$ cat src/rtl/alu_issue_queue.sv
// Command FIFO and issue controller feeding a combinational 32-bit ALU.
// One command in flight at a time; the result is held in a valid/ready output register.
module alu_issue_queue #(
    parameter int DEPTH = 4,
    parameter int AW    = 2
) (
    input  logic          clk,
    input  logic          rst,
    input  logic          in_valid,
    output logic          in_ready,
    input  logic [31:0]   in_x,
    input  logic [31:0]   in_y,
    input  logic [4:0]    in_z,
    input  logic [2:0]    in_op,
    output logic [31:0]   alu_x,
    output logic [31:0]   alu_y,
    output logic [4:0]    alu_z,
    output logic [2:0]    alu_op,
    input  logic [31:0]   alu_result,
    input  logic          alu_overflow,
    output logic          out_valid,
    input  logic          out_ready,
    output logic [31:0]   out_result,
    output logic          out_overflow,
    output logic [2:0]    out_op,
    output logic [AW:0]   count,
    output logic          ovf_sticky,
    input  logic          clr_sticky,
    output logic [15:0]   ops_done
);

    localparam logic [1:0] S_IDLE = 2'd0;
    localparam logic [1:0] S_EXEC = 2'd1;
    localparam logic [1:0] S_DONE = 2'd2;

    localparam logic [AW:0] DEPTH_C = (AW + 1)'(DEPTH);

    logic [31:0]   mem_x  [DEPTH];
    logic [31:0]   mem_y  [DEPTH];
    logic [4:0]    mem_z  [DEPTH];
    logic [2:0]    mem_op [DEPTH];

    logic [AW-1:0] wr_ptr_q, rd_ptr_q;
    logic [AW:0]   count_q, count_d;
    logic [1:0]    state_q, state_d;

    logic [31:0]   alu_x_q, alu_y_q;
    logic [4:0]    alu_z_q;
    logic [2:0]    alu_op_q;
    logic [31:0]   out_result_q;
    logic          out_overflow_q;
    logic [2:0]    out_op_q;
    logic          ovf_sticky_q;
    logic [15:0]   ops_done_q;

    logic          push, pop, capture;

    assign in_ready = (count_q < DEPTH_C);
    assign push     = in_valid && in_ready;
    assign capture  = (state_q == S_EXEC);

    // Pop decisions use the registered count, so a same-cycle push into an
    // empty queue is only seen on the following cycle.
    always_comb begin
        // NOTE: every output of a combinational block gets a default first, so no path leaves it unassigned and infers a latch.
        state_d = state_q;
        pop     = 1'b0;
        case (state_q)
            S_IDLE: begin
                if (count_q != '0) begin
                    pop     = 1'b1;
                    state_d = S_EXEC;
                end
            end
            S_EXEC: state_d = S_DONE;
            S_DONE: begin
                if (out_ready) begin
                    if (count_q != '0) begin
                        pop     = 1'b1;
                        state_d = S_EXEC;
                    end else begin
                        state_d = S_IDLE;
                    end
                end
            end
            default: state_d = S_IDLE;
        endcase
    end

    always_comb begin
        count_d = count_q;
        case ({push, pop})
            2'b10:   count_d = count_q + (AW + 1)'(1);
            2'b01:   count_d = count_q - (AW + 1)'(1);
            default: count_d = count_q;
        endcase
    end

    // NOTE: the storage array has no reset; stale entries are unreachable because count and pointers are reset.
    always_ff @(posedge clk) begin
        if (push) begin
            mem_x[wr_ptr_q]  <= in_x;
            mem_y[wr_ptr_q]  <= in_y;
            mem_z[wr_ptr_q]  <= in_z;
            mem_op[wr_ptr_q] <= in_op;
        end
    end

    always_ff @(posedge clk) begin
        // NOTE: sequential state uses non-blocking assignments so every register samples pre-edge values.
        if (rst) begin
            state_q        <= S_IDLE;
            wr_ptr_q       <= '0;
            rd_ptr_q       <= '0;
            count_q        <= '0;
            alu_x_q        <= '0;
            alu_y_q        <= '0;
            alu_z_q        <= '0;
            alu_op_q       <= '0;
            out_result_q   <= '0;
            out_overflow_q <= 1'b0;
            out_op_q       <= '0;
            ovf_sticky_q   <= 1'b0;
            ops_done_q     <= '0;
        end else begin
            state_q <= state_d;
            count_q <= count_d;
            if (push) wr_ptr_q <= wr_ptr_q + 1'b1;
            if (pop) begin
                rd_ptr_q <= rd_ptr_q + 1'b1;
                alu_x_q  <= mem_x[rd_ptr_q];
                alu_y_q  <= mem_y[rd_ptr_q];
                alu_z_q  <= mem_z[rd_ptr_q];
                alu_op_q <= mem_op[rd_ptr_q];
            end
            if (capture) begin
                out_result_q   <= alu_result;
                out_overflow_q <= alu_overflow;
                out_op_q       <= alu_op_q;
                ops_done_q     <= ops_done_q + 16'd1;
            end
            // A capture with overflow wins over a simultaneous clear.
            if (capture && alu_overflow) ovf_sticky_q <= 1'b1;
            else if (clr_sticky)         ovf_sticky_q <= 1'b0;
        end
    end

    assign alu_x        = alu_x_q;
    assign alu_y        = alu_y_q;
    assign alu_z        = alu_z_q;
    assign alu_op       = alu_op_q;
    assign out_valid    = (state_q == S_DONE);
    assign out_result   = out_result_q;
    assign out_overflow = out_overflow_q;
    assign out_op       = out_op_q;
    assign count        = count_q;
    assign ovf_sticky   = ovf_sticky_q;
    assign ops_done     = ops_done_q;

endmodule

$ cat config.mk
export PLATFORM = sky130hd
export DESIGN_NAME = alu_issue_queue
export DESIGN_NICKNAME = d
export VERILOG_FILES = /design/src/rtl/alu_issue_queue.sv
export SDC_FILE = /design/constraint.sdc
export NUM_CORES = 1
export LEC_CHECK = 0
export ABC_CLOCK_PERIOD_IN_PS = 3900
export CAP_MARGIN = 30
export CORE_UTILIZATION = 53
export DETAILED_ROUTE_END_ITERATION = 16
export GPL_ROUTABILITY_DRIVEN = 0
export PLACE_DENSITY = 0.79
export SETUP_SLACK_MARGIN = 0.5
export SYNTH_ARGS = -nofsm -noshare
export SYNTH_HDL_FRONTEND = slang
export SYNTH_SLANG_ARGS = --single-unit
$ cat constraint.sdc
create_clock -name clk -period 3.9 [get_ports clk]
set_input_delay 0.39 -clock clk [delete_from_list [all_inputs] [get_ports clk]]
set_output_delay 0.39 -clock clk [all_outputs]
set_load 0.1 [all_outputs]
# Yosys cells after proc, flatten, opt, wreduce, memory -nomap -nowiden
# Memory sizes are Yosys's and may differ from the RTL's. A register that Yosys moved wholly into a read port is not among the register bits.
# Index checks and enable logic that the tools add are counted.
# word_totals
register_bits	62
ramBits	288
input_bits	110
output_inout_bits	130
word_cells	44
n_memories	4
# memory_table
name	words	word_bits	read_ports	rd_clocked_by_memory_dff	write_ports	line_no	text
mem_x	4	32	1	1	1	38	logic [31:0] mem_x [DEPTH];
mem_y	4	32	1	1	1	39	logic [31:0] mem_y [DEPTH];
mem_z	4	5	1	1	1	40	logic [4:0] mem_z [DEPTH];
mem_op	4	3	1	1	1	41	logic [2:0] mem_op [DEPTH];
# classes
addsub	5
magnitude_cmp	1
n_eq_ne	6
mux	12
n_reduce_logical	7
# ops
operator	count
adder 16 x 1 -> 16 bit (second input constant)	1
2-to-1 mux 1 bit	7
case mux 2 bit (3 select lines)	1
case mux 3 bit (2 select lines)	1
adder 2 x 1 -> 2 bit (second input constant)	2
== test 2 x 1 -> 1 bit (second input constant)	2
== test 2 bit (second input constant)	2
2-to-1 mux 2 bit	2
nonzero test 2 bit	2
adder 3 x 1 -> 3 bit (second input constant)	1
< comparator 3 bit (second input constant)	1
nonzero test 3 bit	1
subtractor 3 x 1 -> 3 bit (second input constant)	1
logical AND 1 bit	2
logical NOT 2 bit	1
!= test 2 x 1 -> 1 bit (second input constant)	1
!= test 2 bit (second input constant)	1
case mux 1 bit (2 select lines)	1
AND reduction 2 bit	1

# Logic depth before layout (Yosys ltp)
# Gate-level depths: netlist of run 1.
# logic_depth
ltp_word	6
ltp_mapped	10
ltp_nobuf	9

# Worst setup path before layout of run 1
# No wires, ideal clock.
# synth_timing
path_kind	flip-flop to flip-flop
start	register count_q[2], in the netlist count[2]
end	memory mem_op[1][0], enable pin
setup_time_ns	0.438
t_arrival_ns	2.844
t_required_ns	3.462
path_slack_ns	0.618
stages_incl_launch_ff	4
n_path_buf	1
period_less_slack_ns	3.282
path_cell_list	dfxtp_1 > nor2b_1 > clkbuf_1 > and2_1
# synth_via
elab_chain_len	4
# synth_rtl
element	line_no	text
start: declaration	44	logic [AW:0] count_q, count_d;
start signal: assignment	127	count_q <= count_d;
< comparator 3 bit	58	assign in_ready = (count_q < DEPTH_C);
logical AND 1 bit	59	assign push = in_valid && in_ready;
2-to-1 mux 1 bit	101	if (push) begin
2-to-1 mux 1 bit (implied by the code)	105	mem_op[wr_ptr_q] <= in_op;
end: declaration	41	
# Every way passes these cells.

# Worst setup path after layout of run 1
# layout_timing
start	register state_q[1]
end	output port out_valid
# layout_via
elab_chain_len	1
# layout_rtl
element	line_no	text
start: declaration	45	logic [1:0] state_q, state_d;
start signal: assignment	126	state_q <= state_d;
== test 2 bit	152	assign out_valid = (state_q == S_DONE);
end: declaration	21	output logic out_valid,
# Every way passes these cells.

==> results of run 1 <==
cells in the final DEF, fill, tap and decap left out, types with 2 or more instances in the layout:
cell type,n
nor2b_1,3
nor2_1,22
buf_4,7
a21oi_1,117
clkinv_1,6
and2_4,4
clkbuf_1,13
mux4_2,72
inv_6,2
or3_1,3
xnor2_1,11
nand2b_1,4
inv_1,10
buf_16,5
dfxtp_1,132
xor2_1,6
dfxtp_4,2
nor4_1,3
buf_12,5
edfxtp_1,288
clkbuf_8,9
nand4_1,4
nor3_1,4
clkbuf_16,43
clkinv_2,3
a31o_2,2
ha_1,6
nand2_1,223
o21ai_0,2
clkdlybuf4s50_1,238
worst min-delay path by stage:
| stage | slack (ps) | to | depth (start not counted) | startpoint |
|---|---|---|---|---|
| global placement | 440 | alu_y[8] | 2 | alu_y[8] |
| CTS | 370 | ops_done[5] | 2 | rst |
| global route | 390 | ops_done[7] | 2 | rst |
| floorplan | 490 | mem_op[0][0] | 0 | in_op[0] |
| finish | 380 | ops_done[5] | 2 | rst |
| detailed placement | 450 | alu_y[3] | 2 | alu_y[3] |
cell usage after synthesis (8+ instances only):
master	count
a21oi_1	117
buf_2	15
buf_6	8
clkbuf_1	24
dfxtp_1	134
edfxtp_1	288
inv_1	10
mux4_2	72
nand2_1	223
nor2_1	22
xnor2_1	11
where the power goes:
group / switching (W) / internal, W / total, W
clock network: 0.00157 / 0.00220 / 0.00377
registers: 0.000452 / 0.00560 / 0.00605
logic: 0.00466 / 0.00180 / 0.00646
total: 0.00668 / 0.00960 / 0.0163
through the flow:
step	instance area, um^2	total power (W)	setup WS (ps)
finish	19500	0.0163	1180
global route	19500	0.0169	1110
floorplan	15300	0.0110	618
CTS	19500	0.0164	1150
global placement	18100	0.0124	1300
detailed placement	18200	0.0126	1230
cell families after synthesis:
logic type | synth area share [%]
muxes | 10.6
and+or+nand+nor | 7.71
buffers and inverters | 2.30
xor gates and xnor gates | 0.970
DFF | 73.8
adders and majority gates | 0.620
AOI/OAI and AO/OA | 4.00
per-layer routing:
layer  GRT usage [%]  vias up
li1                -     4108
met1            27.2     4492
met2            37.3      326
met3            5.54       46
met4            5.66        2
met5               0        -
critical path: cells and delay by family, from the launching register on:
family	cells	cell delay [ps]
and+or+nand+nor	1	220
buffers and inverters	1	1160
DFF	1	440
final cells by class:
cell class / count / area [um^2]
clock inverters: 11 / 55.1
multi-input cells: 498 / 3680
well taps: 378 / 473
inverters: 11 / 41.3
flip-flops and latches: 422 / 11300
repair buffers: 255 / 2670
fillers: 1811 / 8660
clock buffers: 65 / 1250
state kept, by name, summed over array words and instances (netlist names), 3 cells and up:
register / count
alu_op: 3
alu_x: 32
alu_y: 32
alu_z: 5
count: 3
mem_op: 12
mem_x: 128
mem_y: 128
mem_z: 20
ops_done: 16
out_op: 3
out_result: 32
==> metrics.md, run 1 <==
| Metric | Value |
|---|---|
| Skew-Pair Late Insertion Delay | `about 530 ps` |
| CTS resizes | `0` |
| Antenna violation net count after detailed routing | `0` |
| Worst R2R Start | `count[0]` |
| Post-CTS Setup Bufs | `0` |
| Rel. slew slack | `30.8%` |
| Hold buffer count at cts | `0` |
| Worst R2R Setup Slack | `between 1500 and 2000 ps` |
| Top layer in use | `met5` |
| Core area | `0.0282 mm^2` |
| Count of state elements after synthesis | `around 420` |
| Crit-path max cell delay | `approximately 1200 ps` |
| Longest Clk Path Bufs | `3` |
| Worst-path cell chain | `nor2b_1 -> clkdlybuf4s50_1` |
| Vias per cell | `about 5.5` |
| Unrepaired setup endpoints after global routing | `false` |
| Mapped Area | `between 0.015 and 0.02 mm^2` |
| Cell at the slowest stage of the critical path | `clkdlybuf4s50_1` |
| WL/cell | `between 15 and 20 um` |
| Die extent in y | `172 um` |
| Clock Root Buffer | `clkbuf_16` |
| Worst setup path class | `reg -> out` |
| Hpwl dp | `roughly 20 mm` |
| Die area | `0.0296 mm^2` |
| Met3 WL post-DR | `2.40 mm` |
| Dpl cells | `roughly 1,600` |
| Clk sinks | `roughly 420` |
| Vias | `around 9,000` |
| Worst VDD drop | `just under 600 uV` |
| Met1 wire length | `between 10 and 15 mm` |
| Period utilisation layout | `between 60% and 70%` |
| Worst r2r path cells | `9` |
| First-pass GRT wire length | `47.9 mm` |
| Initial antenna violation count | `1` |
| Largest net degree at the start of global routing | `74` |
| Beginning of the critical path | `state_q[1]` |
| Synth unique cells | `35` |
| Power per cell area | `approximately 830 mW/mm^2` |
| Setup_tns | `0 ps` |
| Crit path to | `out_valid` |
| Overall Global Routing Usage | `around 22%` |
| Die width | `approximately 170 um` |
| Num CTS Buffers | `between 40 and 50` |
| R2r endpoint | `count[2]` |
| Post-synth top area share | `roughly 56%` |
| Number of antenna cells inserted | `0` |
| Fin cells | `roughly 1,600` |
| Crit start category | `register` |
| Starting Density | `54.5%` |
| Worst Setup End Kind | `primary output` |
| PortBufs | `~240` |
| CP required | `around 3500 ps` |
| Final Hold Slack | `roughly 380 ps` |
| DRC | `0` |
| Number of synthesized flops with an enable pin | `between 200 and 300` |
| Final slew viol count | `0` |
| Vias in the first global route | `~8,900` |
| Fin nets | `~1,300` |
| Dominant cell type by area after synthesis | `edfxtp_1` |
| Synthesized Nets | `between 1,000 and 1,500` |
| CP arrival | `roughly 2300 ps` |
| CTS tree | `yes` |
| Synthesized area per cell | `approximately 16 um^2` |
| Fmax | `about 370 MHz` |
| Synth area leaders | `edfxtp_1, dfxtp_1, mux4_2, nand2_1, a21oi_1` |
| Status | `complete, no violations` |
| Number of synthesis warnings | `0` |
| Initial DRT Pass Iterations | `5` |
| Synth Instances | `987` |
| Sequential area share after synthesis | `approximately 74%` |
| Area grow syn2layout | `27.1%` |
| # rows | `61` |
| CP max FO | `7` |
| Worst-path clk slew | `~60 ps` |
| Finished Core Util | `between 60 and 70%` |
| Lkg Pwr | `6.39 nW` |
| DR iter-0 viols | `674` |
| Routed Wire Length | `~32 mm` |
| Max-cap violations | `0` |
| Main flop type after synthesis | `edfxtp_1` |
| Final hold violation count | `0` |
| Clock skew | `20.0 ps` |
| Share of cells above drive strength 1 | `~13%` |
| H-tree Lvls | `2` |
| Met2 wire len | `approximately 16 mm` |
| Final setup fails | `0` |
| Worst min-delay path category | `in -> reg` |
| Slew @ Worst Pin | `~1000 ps` |
| Io pins | `between 200 and 250` |
| Gr ovfl total | `0` |
| Asr flop ratio synth | `0%` |
| Min Clock Period, post-route | `2720 ps` |
Note: power is estimated with default switching activity, not from simulation.
==> run 2: changes to the inputs <==
--- a/config.mk
+++ b/config.mk
@@ -5,7 +5,7 @@
 export SDC_FILE = /design/constraint.sdc
 export NUM_CORES = 1
 export LEC_CHECK = 0
-export ABC_CLOCK_PERIOD_IN_PS = 3900
+export ABC_CLOCK_PERIOD_IN_PS = 2500
 export CAP_MARGIN = 30
 export CORE_UTILIZATION = 53
 export DETAILED_ROUTE_END_ITERATION = 16
==> constraint.sdc (replaced) <==
create_clock -name clk -period 2.5 [get_ports clk]
set_input_delay 0.25 -clock clk [delete_from_list [all_inputs] [get_ports clk]]
set_output_delay 0.25 -clock clk [all_outputs]
set_load 0.1 [all_outputs]
==> run 2 against run 1 <==
Combinational power up 55%. Clock power is 55% higher. Global-route usage down 0.15 points. First-iteration DRC count fell by 20%. Non-clock buffer count increased by 10. Sequential cell count stayed put. Via count fell by 1.4%.
==> metrics.md, run 2 (synthesis results as in run 1) <==
| Metric | Value |
|---|---|
| Lkg Pwr | `between 6 and 7 nW` |
| First-pass GRT wire length | `about 48 mm` |
| Worst VDD drop | `between 1000 and 1500 uV` |
| CP required | `a little under 3000 ps` |
| Share of cells above drive strength 1 | `25.1%` |
| PortBufs | `about 240` |
| CP top delay family | `simple AND/OR/NAND/NOR gates` |
| Buf/Inv on CP | `2` |
| CP arrival | `2490 ps` |
| Vias per cell | `about 5.3` |
| Worst Setup End Kind | `register` |
| Area grow syn2layout | `25.9%` |
| Clock skew | `around 22 ps` |
| Initial antenna violation count | `2` |
| Unrepaired setup endpoints after global routing | `true` |
| Worst R2R Setup Slack | `450 ps` |
| Hpwl dp | `roughly 18 mm` |
| Multi-input logic area | `between 0.003 and 0.004 mm^2` |
| Rel. slew slack | `a little under two fifths` |
| Top Registers | `mem_x x128, mem_y x128` |
| DR iter-0 viols | `roughly 540` |
| Largest net degree at the start of global routing | `between 70 and 80` |
| Overall Global Routing Usage | `a little over a fifth` |
| Fin nets | `1,358` |
| Final setup fails | `0` |
| Min Clock Period, post-route | `~2000 ps` |
| Pre-CTS WS | `roughly 95 ps` |
| Core area | `0.0282 mm^2` |
| Most common cell after layout, fill and taps aside | `edfxtp_1` |
| Worst min-delay path category | `in -> reg` |
| WL/cell | `about 19 um` |
| Power per cell area | `1300 mW/mm^2` |
| Most frequent cells in the layout | `edfxtp_1, nand2_1, buf_4, dfxtp_1, a21oi_1` |
| Final hold violation count | `0` |
| Fmax | `489 MHz` |
| Cell at the slowest stage of the critical path | `or3_4` |
| Antenna violation net count after detailed routing | `0` |
| Crit start category | `register` |
| Max-cap violations | `0` |
| Crit-path max cell delay | `380 ps` |
| H-tree Lvls | `2` |
| Worst-path cell chain | `nor2b_4 -> or3_4 -> inv_4 -> ha_4 -> inv_2 -> fa_2 -> xor2_1 -> or3_1 -> a21oi_1` |
| Gr ovfl total | `0` |
| Register area | `0.0114 mm^2` |
| Die width | `around 170 um` |
| Routed Wire Length | `31.5 mm` |
| Status | `complete, no violations` |
| CP max FO | `2` |
| Num CTS Buffers | `43` |
| Worst-path clk slew | `roughly 60 ps` |
| Setup slack after layout | `~450 ps` |
| Clk sinks | `422` |
| Die area | `just under 0.03 mm^2` |
| Setup_tns | `0 ps` |
| Final Hold Slack | `around 240 ps` |
| CTS tree | `yes` |
| Final slew viol count | `0` |
| Die extent in y | `between 150 and 200 um` |
| Clock Root Buffer | `clkbuf_16` |
| Worst setup path class | `reg -> reg` |
| Starting Density | `between 50% and 60%` |
| Vias | `~9,000` |
| DRC | `0` |
| Vias in the first global route | `8,909` |
| Slew @ Worst Pin | `around 950 ps` |
| # rows | `61` |
| Io pins | `240` |
| FILL cells | `1,884` |
| Longest Clk Path Bufs | `3` |
| Total power | `between 0.02 and 0.03 W` |
| Period utilisation layout | `81.8%` |
| Initial DRT Pass Iterations | `4` |
| Skew-Pair Late Insertion Delay | `between 500 and 600 ps` |
==> run 2: changes by cell type in the layout (fill, tap and decap cells not counted), sizes merged <==
| cell | delta |
|---|---|
| buf | +140 |
| clkbuf | +3 |
| clkdlybuf4s50 | -130 |
| clkinv | +1 |
| diode | +2 |
==> run 2: where the power goes <==
part           leakage (nW)  internal [W]  total, W  switching, W
Sequential             3.74       0.00875   0.00935      0.000600
Combinational          2.31       0.00258   0.00999       0.00740
Clock                 0.640       0.00338   0.00585       0.00247
==> run 2: stage by stage <==
step	cell area, um^2	instances	utilization (%)
after global placement	18000	1570	63.8
final	19300	1656	68.6
after floorplan	15400	987	-
after global routing	19300	1655	68.6
after detailed placement	18000	1570	63.8
after CTS	19300	1652	68.5
==> run 2: area by class of cell <==
type                       instances  area share (%)
sequential                       422            58.8
multi-input combinational        498            19.2
timing repair buffer             265            12.5
clock buffer                      68            6.34
tap                              378            2.45
clock inverter                    12           0.408
inverter                          11           0.227
antenna                            2          0.0259
==> run 2: final timing paths <==
kind | end | cells past startpoint | from
setup / recovery | count[2] | 9 | state_q[1]
hold / removal | ops_done[14] | 2 | rst
setup reg to reg | count[2] | 9 | state_q[1]
hold reg to reg | out_result[13] | 2 | out_result[13]
==> run 2: repair_timing <==
action                     in CTS  in global routing
setup endpoints to repair       1                 46
setup buffers                   2                  2
hold buffers                    0                  0
gates resized for setup         3                  2
pin swaps                       0                  1
==> run 2: metal layers <==
metal | routed length, um | track usage [%]
met1 | 12600 | 26.8
met2 | 16000 | 37.6
met3 | 2210 | 4.88
met4 | 671 | 5.96
met5 | 0 | 0
==> run 2: worst register-to-register path, delay by kind of cell (launching register included) <==
family / cells / cell delay, ps
compound gates: 1 / 110
fa+ha+maj: 2 / 460
buf+inv: 2 / 110
simple gates: 3 / 800
flops: 1 / 340
xor+xnor: 1 / 150
==> run 3: changes to the inputs <==
--- a/config.mk
+++ b/config.mk
@@ -5,12 +5,12 @@
 export SDC_FILE = /design/constraint.sdc
 export NUM_CORES = 1
 export LEC_CHECK = 0
-export ABC_CLOCK_PERIOD_IN_PS = 2500
+export ABC_CLOCK_PERIOD_IN_PS = 1650
 export CAP_MARGIN = 30
-export CORE_UTILIZATION = 53
+export CORE_UTILIZATION = 48
 export DETAILED_ROUTE_END_ITERATION = 16
 export GPL_ROUTABILITY_DRIVEN = 0
-export PLACE_DENSITY = 0.79
+export PLACE_DENSITY = 0.75
 export SETUP_SLACK_MARGIN = 0.5
 export SYNTH_ARGS = -nofsm -noshare
 export SYNTH_HDL_FRONTEND = slang
==> constraint.sdc (replaced) <==
create_clock -name clk -period 1.65 [get_ports clk]
set_input_delay 0.165 -clock clk [delete_from_list [all_inputs] [get_ports clk]]
set_output_delay 0.165 -clock clk [all_outputs]
set_load 0.1 [all_outputs]
==> run 3 against run 2 <==
The run now ends with negative setup slack left. Cell area is 24% higher. First-iteration DRC count rose by 5.4%. Maximum frequency is 0.94% lower. Sequential cell count unchanged. Clock power increased by 63%. Combinational power grew 140%. Hold slack worse by 70 ps. Worst setup slack lost 870 ps. Global-route usage is 1.2 points higher. Total power is 90% higher.
==> metrics.md, run 3 (synthesis results as in run 1) <==
| Metric | Value |
|---|---|
| Worst-path clk slew | `approximately 60 ps` |
| Die width | `181 um` |
| Fmax | `a little under 500 MHz` |
| Violated checks | `negative setup slack` |
| Area grow syn2layout | `55.6%` |
| Initial antenna violation count | `5` |
| Routed Wire Length | `~43 mm` |
| Most common cell after layout, fill and taps aside | `edfxtp_1` |
| Core area | `0.0315 mm^2` |
| Min Clock Period, post-route | `approximately 2100 ps` |
| Top Registers | `mem_x x128, mem_y x128` |
| Starting Density | `between 40% and 50%` |
| Final setup fails | `around 180` |
| Setup slack after layout | `-415 ps` |
| Io pins | `between 200 and 250` |
| Skew-Pair Late Insertion Delay | `540 ps` |
| Fin nets | `approximately 1,500` |
| Clock network fraction of total power | `approximately a fifth` |
| Rel. slew slack | `between 60 and 70%` |
| Slew @ Worst Pin | `a little under 600 ps` |
| Antenna violation net count after detailed routing | `0` |
| Overall Global Routing Usage | `between 20% and 30%` |
| Period utilisation layout | `125%` |
| Worst VDD drop | `~1700 uV` |
| Initial DRT Pass Iterations | `5` |
| Design Area, Final | `roughly 0.024 mm^2` |
| Lkg Pwr | `8.63 nW` |
| Final slew viol count | `0` |
| Comb power frac | `between 40% and 50%` |
| Power per cell area | `2000 mW/mm^2` |
| Worst setup path class | `reg -> reg` |
| Clock skew | `18.6 ps` |
| H-tree Lvls | `2` |
| # rows | `65` |
| Internal Power | `between 0.02 and 0.03 W` |
| First-pass GRT wire length | `56.0 mm` |
| Net switching power | `~0.019 W` |
| Clk sinks | `422` |
| Share of cells above drive strength 1 | `a little under half` |
| WL/cell | `between 20 and 25 um` |
| Sequential group share of total power | `between 30% and 40%` |
| CP required | `between 2000 and 2500 ps` |
| Most frequent cells in the layout | `edfxtp_1, nand2_1, buf_12, clkdlybuf4s50_1, mux4_2` |
| Net Sw Frac | `between 40% and 50%` |
| Num CTS Buffers | `43` |
| PortBufs | `239` |
| Unrepaired setup endpoints after global routing | `true` |
| Worst min-delay path category | `in -> reg` |
| Gr ovfl total | `0` |
| Max-cap violations | `0` |
| CP arrival | `between 2000 and 3000 ps` |
| Largest net degree at the start of global routing | `47` |
| DRC | `0` |
| Final hold violation count | `0` |
| Vias in the first global route | `roughly 9,500` |
| Crit start category | `register` |
| Die extent in y | `181 um` |
| Clock Root Buffer | `clkbuf_16` |
| Longest Clk Path Bufs | `3` |
| Hpwl dp | `~20 mm` |
| Placed Area | `approximately 0.019 mm^2` |
| CP max FO | `2` |
| CTS tree | `yes` |
| Worst Setup End Kind | `register` |
| Vias per cell | `5.49` |
| Die area | `roughly 0.033 mm^2` |
| Setup_tns | `-14,130 ps` |
| Vias | `about 10,000` |
| Status | `finished, violations left` |
| DR iter-0 viols | `570` |
## run 3: power groups by stage
stage	Combinational, W	Clock (W)	Sequential [W]
CTS	0.0199	0.00964	0.0144
finish	0.0235	0.00954	0.0147
detailed placement	0.0166	0	0.0146
global placement	0.0164	0	0.0145
floorplan	0.00481	0	0.0214
global route	0.0243	0.0101	0.0149
## run 3: worst paths after layout
path	cells past startpoint	endpoint	slack, ps	from
setup / recovery	9	count[2]	-410	state_q[1]
hold / removal	3	out_result[8]	170	alu_result[8]
setup reg to reg	9	count[2]	-410	state_q[1]
hold reg to reg	2	out_result[24]	450	out_result[24]
## run 3: layout make-up
type	instances	area, um^2
antenna	3	7.51
clock buffer	60	1170
sequential	422	11500
timing repair buffer	396	5910
fill	1716	7600
inverter	11	48.8
multi-input combinational	498	4520
tap	402	503
clock inverter	20	204
## run 3: critical path, stage by stage, from the launching register on
cell,delay [ps]
dfxtp_2,320
nor2b_4,120
or3_4,380
clkinv_4,70
ha_4,120
inv_2,30
fa_2,330
xor2_1,150
or3_1,330
a21oi_2,130
## run 3: per-layer routing
layer  share of wire, %  global-route usage, %
met1                 39                   28.8
met2                 52                   39.4
met3                6.2                   4.64
met4                2.7                   6.77
met5              0.054                      0
## run 3: metrics by stage
stage                     hold WS (ps)  power (W)  utilization [%]  setup slack [ps]  instances
after floorplan                    264     0.0262                -              -609        987
after global placement             440     0.0309             60.8              -698       1613
after detailed placement           444     0.0312             60.8              -724       1613
after CTS                          153     0.0439             69.1              -368       1737
after global routing               169     0.0493             75.8              -510       1811
final                              174     0.0478             75.8              -415       1812
## run 3: timing repair
action                                  4_1_cts  5_1_grt
setup buffers                                22       42
hold buffers                                  1        0
cloned                                       21       30
resized for setup                           129      283
endpoints found under the setup margin      548      551
pin swaps                                    18       57
endpoints found under the hold margin        13        0
